`config.mk`:
```
export PLATFORM = sky130hd
export DESIGN_NAME = minimac3_slotctl
export DESIGN_NICKNAME = d
export VERILOG_FILES = /design/src/rtl/minimac3_slotctl.sv
export SDC_FILE = /design/constraint.sdc
export NUM_CORES = 1
export LEC_CHECK = 0
export CAP_MARGIN = 20
export CORE_UTILIZATION = 51
export CTS_BUF_LIST = sky130_fd_sc_hd__clkbuf_16
export CTS_CLUSTER_DIAMETER = 200
export CTS_CLUSTER_SIZE = 40
export DETAILED_ROUTE_END_ITERATION = 8
export PLACE_DENSITY = 0.88
export RECOVER_POWER = 25
export SYNTH_ARGS = -nofsm -noshare
export SYNTH_HDL_FRONTEND = slang
export SYNTH_SLANG_ARGS = --single-unit
```
`constraint.sdc`:
```
create_clock -name sys_clk -period 3.1 [get_ports sys_clk]
set_input_delay 0.93 -clock sys_clk [delete_from_list [all_inputs] [get_ports sys_clk]]
set_output_delay 0.93 -clock sys_clk [all_outputs]
set_load 0.05 [all_outputs]
```
`src/rtl/minimac3_slotctl.sv`:
```
// minimac3_slotctl
// ----------------
// Control/CSR block for the MAC. Owns RX_SLOTS receive buffers, each with its
// own ownership state machine, and provides the TX start/done handshake, a
// saturating RX-drop counter and the RX/TX level interrupts. Every input is
// already synchronous to sys_clk.
//
// Ports:
//   sys_clk    system clock
//   sys_rst_n  asynchronous active-low reset
//   csr_a      CSR address; [13:10] page select, [4:0] register index
//   csr_we     CSR write strobe
//   csr_di     CSR write data
//   csr_do     CSR read data, registered (one cycle latency)
//   irq_rx     RX interrupt (level, registered)
//   irq_tx     TX interrupt (level, registered)
//   rx_ready   per-slot "armed for reception"
//   rx_done    per-slot one-cycle "frame received" pulse
//   rx_count   per-slot byte count, slot i at [i*COUNT_W +: COUNT_W]
//   rx_drop    one-cycle pulse: frame dropped, no slot armed
//   tx_start   one-cycle pulse starting a transmission
//   tx_done    one-cycle pulse: transmission finished
//   tx_count   byte count of the frame to send
//
// Slot FSM:
//   state   | meaning
//   EMPTY   | owned by software, not armed
//   LOADED  | armed, hardware may fill it (rx_ready high)
//   PENDING | frame received, count latched, waiting for software
//
// Register map (index = csr_a[4:0]):
//   0..RX_SLOTS-1    slot state (RW, write 0 = EMPTY, 1 = LOADED)
//   8..8+RX_SLOTS-1  slot byte count (RO)
//   16               tx_count (RW, nonzero write while idle starts TX)
//   17               status: [0] tx_busy, [1] tx_event, [8 +: RX_SLOTS] pending
//                    write bit1 = 1 clears tx_event
//   18               drop counter (16-bit, saturating, any write clears)
//   19               irq enable: [0] rx_en, [1] tx_en

module minimac3_slotctl #(
    parameter logic [3:0] csr_addr = 4'h0,
    parameter int         RX_SLOTS = 4,
    parameter int         COUNT_W  = 11
) (
    input  logic                          sys_clk,
    input  logic                          sys_rst_n,

    input  logic [13:0]                   csr_a,
    input  logic                          csr_we,
    input  logic [31:0]                   csr_di,
    output logic [31:0]                   csr_do,

    output logic                          irq_rx,
    output logic                          irq_tx,

    output logic [RX_SLOTS-1:0]           rx_ready,
    input  logic [RX_SLOTS-1:0]           rx_done,
    input  logic [RX_SLOTS*COUNT_W-1:0]   rx_count,
    input  logic                          rx_drop,

    output logic                          tx_start,
    input  logic                          tx_done,
    output logic [COUNT_W-1:0]            tx_count
);

    localparam logic [1:0] ST_EMPTY   = 2'd0;
    localparam logic [1:0] ST_LOADED  = 2'd1;
    localparam logic [1:0] ST_PENDING = 2'd2;

    localparam logic [4:0] R_TX_COUNT = 5'd16;
    localparam logic [4:0] R_STATUS   = 5'd17;
    localparam logic [4:0] R_DROP     = 5'd18;
    localparam logic [4:0] R_IRQ_EN   = 5'd19;

    // ------------------------------------------------------------------
    // State
    // ------------------------------------------------------------------
    logic [1:0]         slot_state [RX_SLOTS];
    logic [COUNT_W-1:0] slot_count [RX_SLOTS];

    logic        tx_busy;
    logic        tx_event;
    logic [15:0] drop_cnt;
    logic        rx_en;
    logic        tx_en;

    // ------------------------------------------------------------------
    // CSR decode
    // ------------------------------------------------------------------
    logic                page_sel;
    logic [4:0]          reg_idx;
    logic                wr_sel;
    logic [RX_SLOTS-1:0] slot_wr;
    logic [RX_SLOTS-1:0] pend_mask;
    logic                tx_go;
    logic                event_clr;
    logic                drop_clr;
    logic [31:0]         rd_data;

    // Address bits [9:5] and write data above the widest field are don't-care.
    logic unused_bits;
    assign unused_bits = ^{csr_a[9:5], csr_di[31:COUNT_W]};

    assign page_sel = (csr_a[13:10] == csr_addr);
    assign reg_idx  = csr_a[4:0];
    assign wr_sel   = csr_we & page_sel;

    assign tx_go     = wr_sel && (reg_idx == R_TX_COUNT) &&
                       (csr_di[COUNT_W-1:0] != '0) && !tx_busy;
    assign event_clr = wr_sel && (reg_idx == R_STATUS) && csr_di[1];
    assign drop_clr  = wr_sel && (reg_idx == R_DROP);

    always_comb begin
        slot_wr   = '0;
        pend_mask = '0;
        rx_ready  = '0;
        for (int i = 0; i < RX_SLOTS; i++) begin
            slot_wr[i]   = wr_sel && (reg_idx == 5'(i));
            pend_mask[i] = (slot_state[i] == ST_PENDING);
            rx_ready[i]  = (slot_state[i] == ST_LOADED);
        end
    end

    // ------------------------------------------------------------------
    // Per-slot ownership FSMs
    // ------------------------------------------------------------------
    always_ff @(posedge sys_clk or negedge sys_rst_n) begin
        if (!sys_rst_n) begin
            for (int i = 0; i < RX_SLOTS; i++) begin
                slot_state[i] <= ST_EMPTY;
                slot_count[i] <= '0;
            end
        end else begin
            for (int i = 0; i < RX_SLOTS; i++) begin
                case (slot_state[i])
                    ST_EMPTY: begin
                        if (slot_wr[i] && csr_di[1:0] == 2'd1)
                            slot_state[i] <= ST_LOADED;
                    end
                    ST_LOADED: begin
                        // A frame landing in the same cycle as a software
                        // write must not be lost, so rx_done takes priority.
                        if (rx_done[i]) begin
                            slot_state[i] <= ST_PENDING;
                            slot_count[i] <= rx_count[i*COUNT_W +: COUNT_W];
                        end else if (slot_wr[i] && csr_di[1:0] == 2'd0) begin
                            slot_state[i] <= ST_EMPTY;
                        end
                    end
                    ST_PENDING: begin
                        if (slot_wr[i] && csr_di[1:0] == 2'd0)
                            slot_state[i] <= ST_EMPTY;
                        else if (slot_wr[i] && csr_di[1:0] == 2'd1)
                            slot_state[i] <= ST_LOADED;
                    end
                    default: slot_state[i] <= ST_EMPTY;
                endcase
            end
        end
    end

    // ------------------------------------------------------------------
    // TX handshake
    // ------------------------------------------------------------------
    always_ff @(posedge sys_clk or negedge sys_rst_n) begin
        if (!sys_rst_n) begin
            tx_start <= 1'b0;
            tx_count <= '0;
            tx_busy  <= 1'b0;
            tx_event <= 1'b0;
        end else begin
            tx_start <= tx_go;
            if (tx_go) begin
                tx_count <= csr_di[COUNT_W-1:0];
                tx_busy  <= 1'b1;
            end else if (tx_done) begin
                tx_busy  <= 1'b0;
            end
            // A completion must never be lost to a concurrent clear.
            if (tx_done)
                tx_event <= 1'b1;
            else if (event_clr)
                tx_event <= 1'b0;
        end
    end

    // ------------------------------------------------------------------
    // Drop counter and interrupt enables
    // ------------------------------------------------------------------
    always_ff @(posedge sys_clk or negedge sys_rst_n) begin
        if (!sys_rst_n) begin
            drop_cnt <= '0;
        end else if (drop_clr) begin
            drop_cnt <= rx_drop ? 16'd1 : 16'd0;
        end else if (rx_drop && drop_cnt != 16'hFFFF) begin
            drop_cnt <= drop_cnt + 16'd1;
        end
    end

    always_ff @(posedge sys_clk or negedge sys_rst_n) begin
        if (!sys_rst_n) begin
            rx_en <= 1'b0;
            tx_en <= 1'b0;
        end else if (wr_sel && reg_idx == R_IRQ_EN) begin
            rx_en <= csr_di[0];
            tx_en <= csr_di[1];
        end
    end

    always_ff @(posedge sys_clk or negedge sys_rst_n) begin
        if (!sys_rst_n) begin
            irq_rx <= 1'b0;
            irq_tx <= 1'b0;
        end else begin
            irq_rx <= rx_en & (|pend_mask);
            irq_tx <= tx_en & tx_event;
        end
    end

    // ------------------------------------------------------------------
    // Read path
    // ------------------------------------------------------------------
    always_comb begin
        rd_data = '0;
        if (page_sel) begin
            for (int i = 0; i < RX_SLOTS; i++) begin
                if (reg_idx == 5'(i))
                    rd_data = {30'b0, slot_state[i]};
                if (reg_idx == 5'(8 + i))
                    rd_data = 32'(slot_count[i]);
            end
            case (reg_idx)
                R_TX_COUNT: rd_data = 32'(tx_count);
                R_STATUS:   rd_data = 32'({pend_mask, 6'b0, tx_event, tx_busy});
                R_DROP:     rd_data = {16'b0, drop_cnt};
                R_IRQ_EN:   rd_data = {30'b0, tx_en, rx_en};
                default:    ;
            endcase
        end
    end

    always_ff @(posedge sys_clk or negedge sys_rst_n) begin
        if (!sys_rst_n)
            csr_do <= '0;
        else
            csr_do <= rd_data;
    end

endmodule

```
==> results.json, run 1 <==
{
  "ctsResizeCount": 0,
  "drt.antenna.violating_nets": 0,
  "floorplan.rows": 35,
  "critPathCaptureType": "output port",
  "worstSkewPairLatency_ps": 350,
  "synth_area_per_cell_um2": 12.1,
  "sequential_cell_area_um2": 2550,
  "fmax_ghz": 0.360,
  "final.period_utilization_pct": 89.6,
  "placedCellCount": 644,
  "vias": 3790,
  "ctsLongestPathBuffers": 2,
  "place.detailed.hpwl_um": 8960,
  "post_synth_xor_area_fraction_pct": 1.73,
  "antenna_found_initial": 0,
  "yosys_warnings": 0,
  "detail_route.drc_violations": 0,
  "h-tree-depth": 3,
  "critPathLaunchType": "register",
  "grt_setup_unrepaired": "no",
  "floorplan.initialDensity_pct": 53.7,
  "cts.repair_timing.setup_buffer_count": 0,
  "cts.sinks": 102,
  "globalRouteTotalUtil_pct": 25.9,
  "portion_of_the_post_synthesis_area_used_by_sequential_elements_pct": 50.5,
  "num-fill-cells": 644,
  "finish.cell_count_without_fillers": 660,
  "insertedDiodeCount": 0,
  "drive_above_1_share_pct": 20.7,
  "synth_top_family_by_area": "multiplexers",
  "max_slew.worst_pin.slew_ps": 1170,
  "setup.worst_path.class": "register to output port",
  "synthesis.instances": 416,
  "leading_post_synthesis_cells_by_cell_area": "sky130_fd_sc_hd__dfrtp_1 (51%), sky130_fd_sc_hd__mux2_2 (11%), sky130_fd_sc_hd__mux4_2 (5.3%), sky130_fd_sc_hd__mux2_4 (2.7%), sky130_fd_sc_hd__nor2_1 (2.6%)",
  "cts.root.buffer_cell": "sky130_fd_sc_hd__clkbuf_16",
  "finalSetupViolCount": 0,
  "setup_tns_final_ps": 0,
  "vdd_ir_drop_max_mv": 0.295,
  "synth_compound_gate_area_share_pct": 6.27,
  "critical_path_peak_fanout": 5,
  "ioPinCount": 149,
  "netlist.top_cell.by_area": "sky130_fd_sc_hd__dfrtp_1",
  "globalRoute.totalOverflow": 0,
  "crit_required_ps": 2170,
  "post_drt_via_cell_ratio": 5.74,
  "routabilityCongestion": 0.907,
  "first_iter_violations": 353,
  "cts.clk_slew.worst_paths_ps": 70,
  "via_count_of_the_first_global_routing_pass": 3905,
  "report.final.hold_viol_count": 0,
  "async_flop_share_pct": 100,
  "firstDrtPassIters": 5,
  "mappedNetlistArea_um2": 5050,
  "edff_count_synth": 0,
  "ctsHoldBuffers": 0,
  "synth_simple_gate_area_share_pct": 14.9,
  "multi_input_comb_area_um2": 2300,
  "power_leakage_uw": 0.00283,
  "hp-class": "register to register",
  "post_route_hold_slack_ps": 501,
  "inserted_clock_buffers": 9,
  "critical_path_cell_with_the_highest_stage_delay": "sky130_fd_sc_hd__clkdlybuf4s50_1",
  "worst_slew_margin_rel_pct": 21.7,
  "multiplexer_share_of_the_synthesized_area_pct": 21.3,
  "cap_viol_max_count": 0,
  "yosys.area_share.adder_pct": 0.248,
  "drv_slew": 0,
  "coreArea_um2": 9420,
  "cts_tree": "yes",
  "grt_pass1_wl_um": 19700,
  "post_drt_wl_per_cell_um": 18.7,
  "fin_nets": 626,
  "fin_util_pct": 68.9,
  "port_buffers": 106,
  "power.density_cell_area_nw_per_um2": 530,
  "design.die.area_um2": 10300,
  "chipWidth_um": 102,
  "syn2layout_area_growth_pct": 28.3,
  "min_period_ps": 2780,
  "finalClockSkew_ps": 10.1,
  "timing.critical_path.slowest_cell_delay_ps": 850,
  "grt_start_max_net_pins": 57,
  "outcome": "complete, no violations",
  "die_h_um": 102,
  "postRouteWirelength_um": 12400,
  "synthesized_flop_and_latch_total": 102,
  "worst_ep_arrival_time_ps": 1850,
  "synth_largest_type_area_fraction_pct": 50.5,
  "cp_cell_sequence": "nor2b_1 -> clkdlybuf4s50_1",
  "synth_cell_types": 56,
  "synth_flop_cell": "sky130_fd_sc_hd__dfrtp_1"
}
[synth_stat cells, types with 7 or more instances]
master                     number
sky130_fd_sc_hd__dfrtp_1      102
sky130_fd_sc_hd__mux2_2        48
sky130_fd_sc_hd__nor2_1        35
sky130_fd_sc_hd__nand2_1       24
sky130_fd_sc_hd__buf_4         17
sky130_fd_sc_hd__o21ai_0       16
sky130_fd_sc_hd__a21oi_1       15
sky130_fd_sc_hd__mux2i_1       13
sky130_fd_sc_hd__mux4_2        12
sky130_fd_sc_hd__nand3_1       12
sky130_fd_sc_hd__nor2b_1       10
sky130_fd_sc_hd__xnor2_1       10
sky130_fd_sc_hd__mux2_4         9
sky130_fd_sc_hd__nor3_1         9
sky130_fd_sc_hd__clkbuf_1       7
[flip-flops by register name (all words and copies together) (netlist names)]
register,cells
tx_busy,1
rx_en,1
slot_state,8
tx_en,1
tx_count,11
csr_do,16
drop_cnt,16
slot_count,44
tx_event,1
tx_start,1
irq_rx,1
irq_tx,1
[power by group]
group / internal (uW) / switching [uW]
logic: 344 / 311
registers: 1520 / 157
clock network: 563 / 540
total: 2430 / 1010
[routing by layer]
layer	vias to the layer above	global-route usage (%)	part of all wire (%)
li1	1689	-	-
met1	1855	32.5	39
met2	215	43.8	50
met3	31	5.52	8.0
met4	0	10.7	2.5
met5	-	0	0
[cells by family after synthesis]
kind of cell,after synthesis
simple gates,133
other cells,1
fa+ha+maj,1
mux,82
xor+xnor,10
buf+inv,36
compound gates,51
flops,102
[critical path: cells and delay by family (launching register included)]
kind,cells,cell delay (ps)
buffers and inverters,1,850
DFF,1,430
and+or+nand+nor,1,220
[path summary, 6_finish.rpt]
kind                                    start        endpoint  slack (ps)  cells after the start
worst min register to register       tx_event        tx_event         500                      2
worst max register to register    drop_cnt[0]     drop_cnt[9]        1260                      6
worst max-delay path            slot_state[7]     rx_ready[0]         320                      2
max in group asynchronous           sys_rst_n  slot_count[27]        1430                      2
worst min-delay path                 tx_event        tx_event         500                      2
min in group asynchronous           sys_rst_n          irq_tx         810                      1
[stage by stage]
| step | instance area [um^2] | power, uW | setup WS, ps |
|---|---|---|---|
| after floorplan | 5110 | 2080 | 849 |
| after global placement | 6190 | 2290 | 298 |
| after detailed placement | 6190 | 2340 | 241 |
| after CTS | 6480 | 3440 | 322 |
| after global routing | 6480 | 3590 | 265 |
| final | 6480 | 3440 | 323 |
[final cells by class]
cell class	instances	area share (%)
Multi-Input combinational cell	293	35.5
Inverter	3	0.174
Sequential cell	102	39.4
Clock buffer	9	3.47
Clock inverter	7	1.00
Timing Repair Buffer	117	18.0
Tap cell	129	2.49
[cells in the final DEF, fill, tap and decap left out, types with 3 or more instances in the layout]
master                              n
sky130_fd_sc_hd__clkdlybuf4s50_1  105
sky130_fd_sc_hd__conb_1            16
sky130_fd_sc_hd__nor4_1             5
sky130_fd_sc_hd__dfrtp_1          102
sky130_fd_sc_hd__clkinv_4           3
sky130_fd_sc_hd__mux2i_1           13
sky130_fd_sc_hd__nor2b_1           10
sky130_fd_sc_hd__a22oi_1            4
sky130_fd_sc_hd__mux2_4             9
sky130_fd_sc_hd__a21oi_1           15
sky130_fd_sc_hd__nand2_1           24
sky130_fd_sc_hd__nor3_1             9
sky130_fd_sc_hd__buf_4              9
sky130_fd_sc_hd__nor2_1            35
sky130_fd_sc_hd__mux2_2            48
sky130_fd_sc_hd__mux4_2            12
sky130_fd_sc_hd__o21ai_0           16
sky130_fd_sc_hd__nand4_1            5
sky130_fd_sc_hd__and2_1             6
sky130_fd_sc_hd__inv_1              3
sky130_fd_sc_hd__clkbuf_16          9
sky130_fd_sc_hd__xnor2_1           10
sky130_fd_sc_hd__nand3_1           12
Note: power is estimated with default switching activity, not from simulation.
==> run 2: changes to the inputs <==
--- a/config.mk
+++ b/config.mk
@@ -16,3 +16,4 @@
 export SYNTH_ARGS = -nofsm -noshare
 export SYNTH_HDL_FRONTEND = slang
 export SYNTH_SLANG_ARGS = --single-unit
+export TNS_END_PERCENT = 100
==> results of run 2 <==
Same layout as run 1: the final DEF is identical, and so are final timing and power.
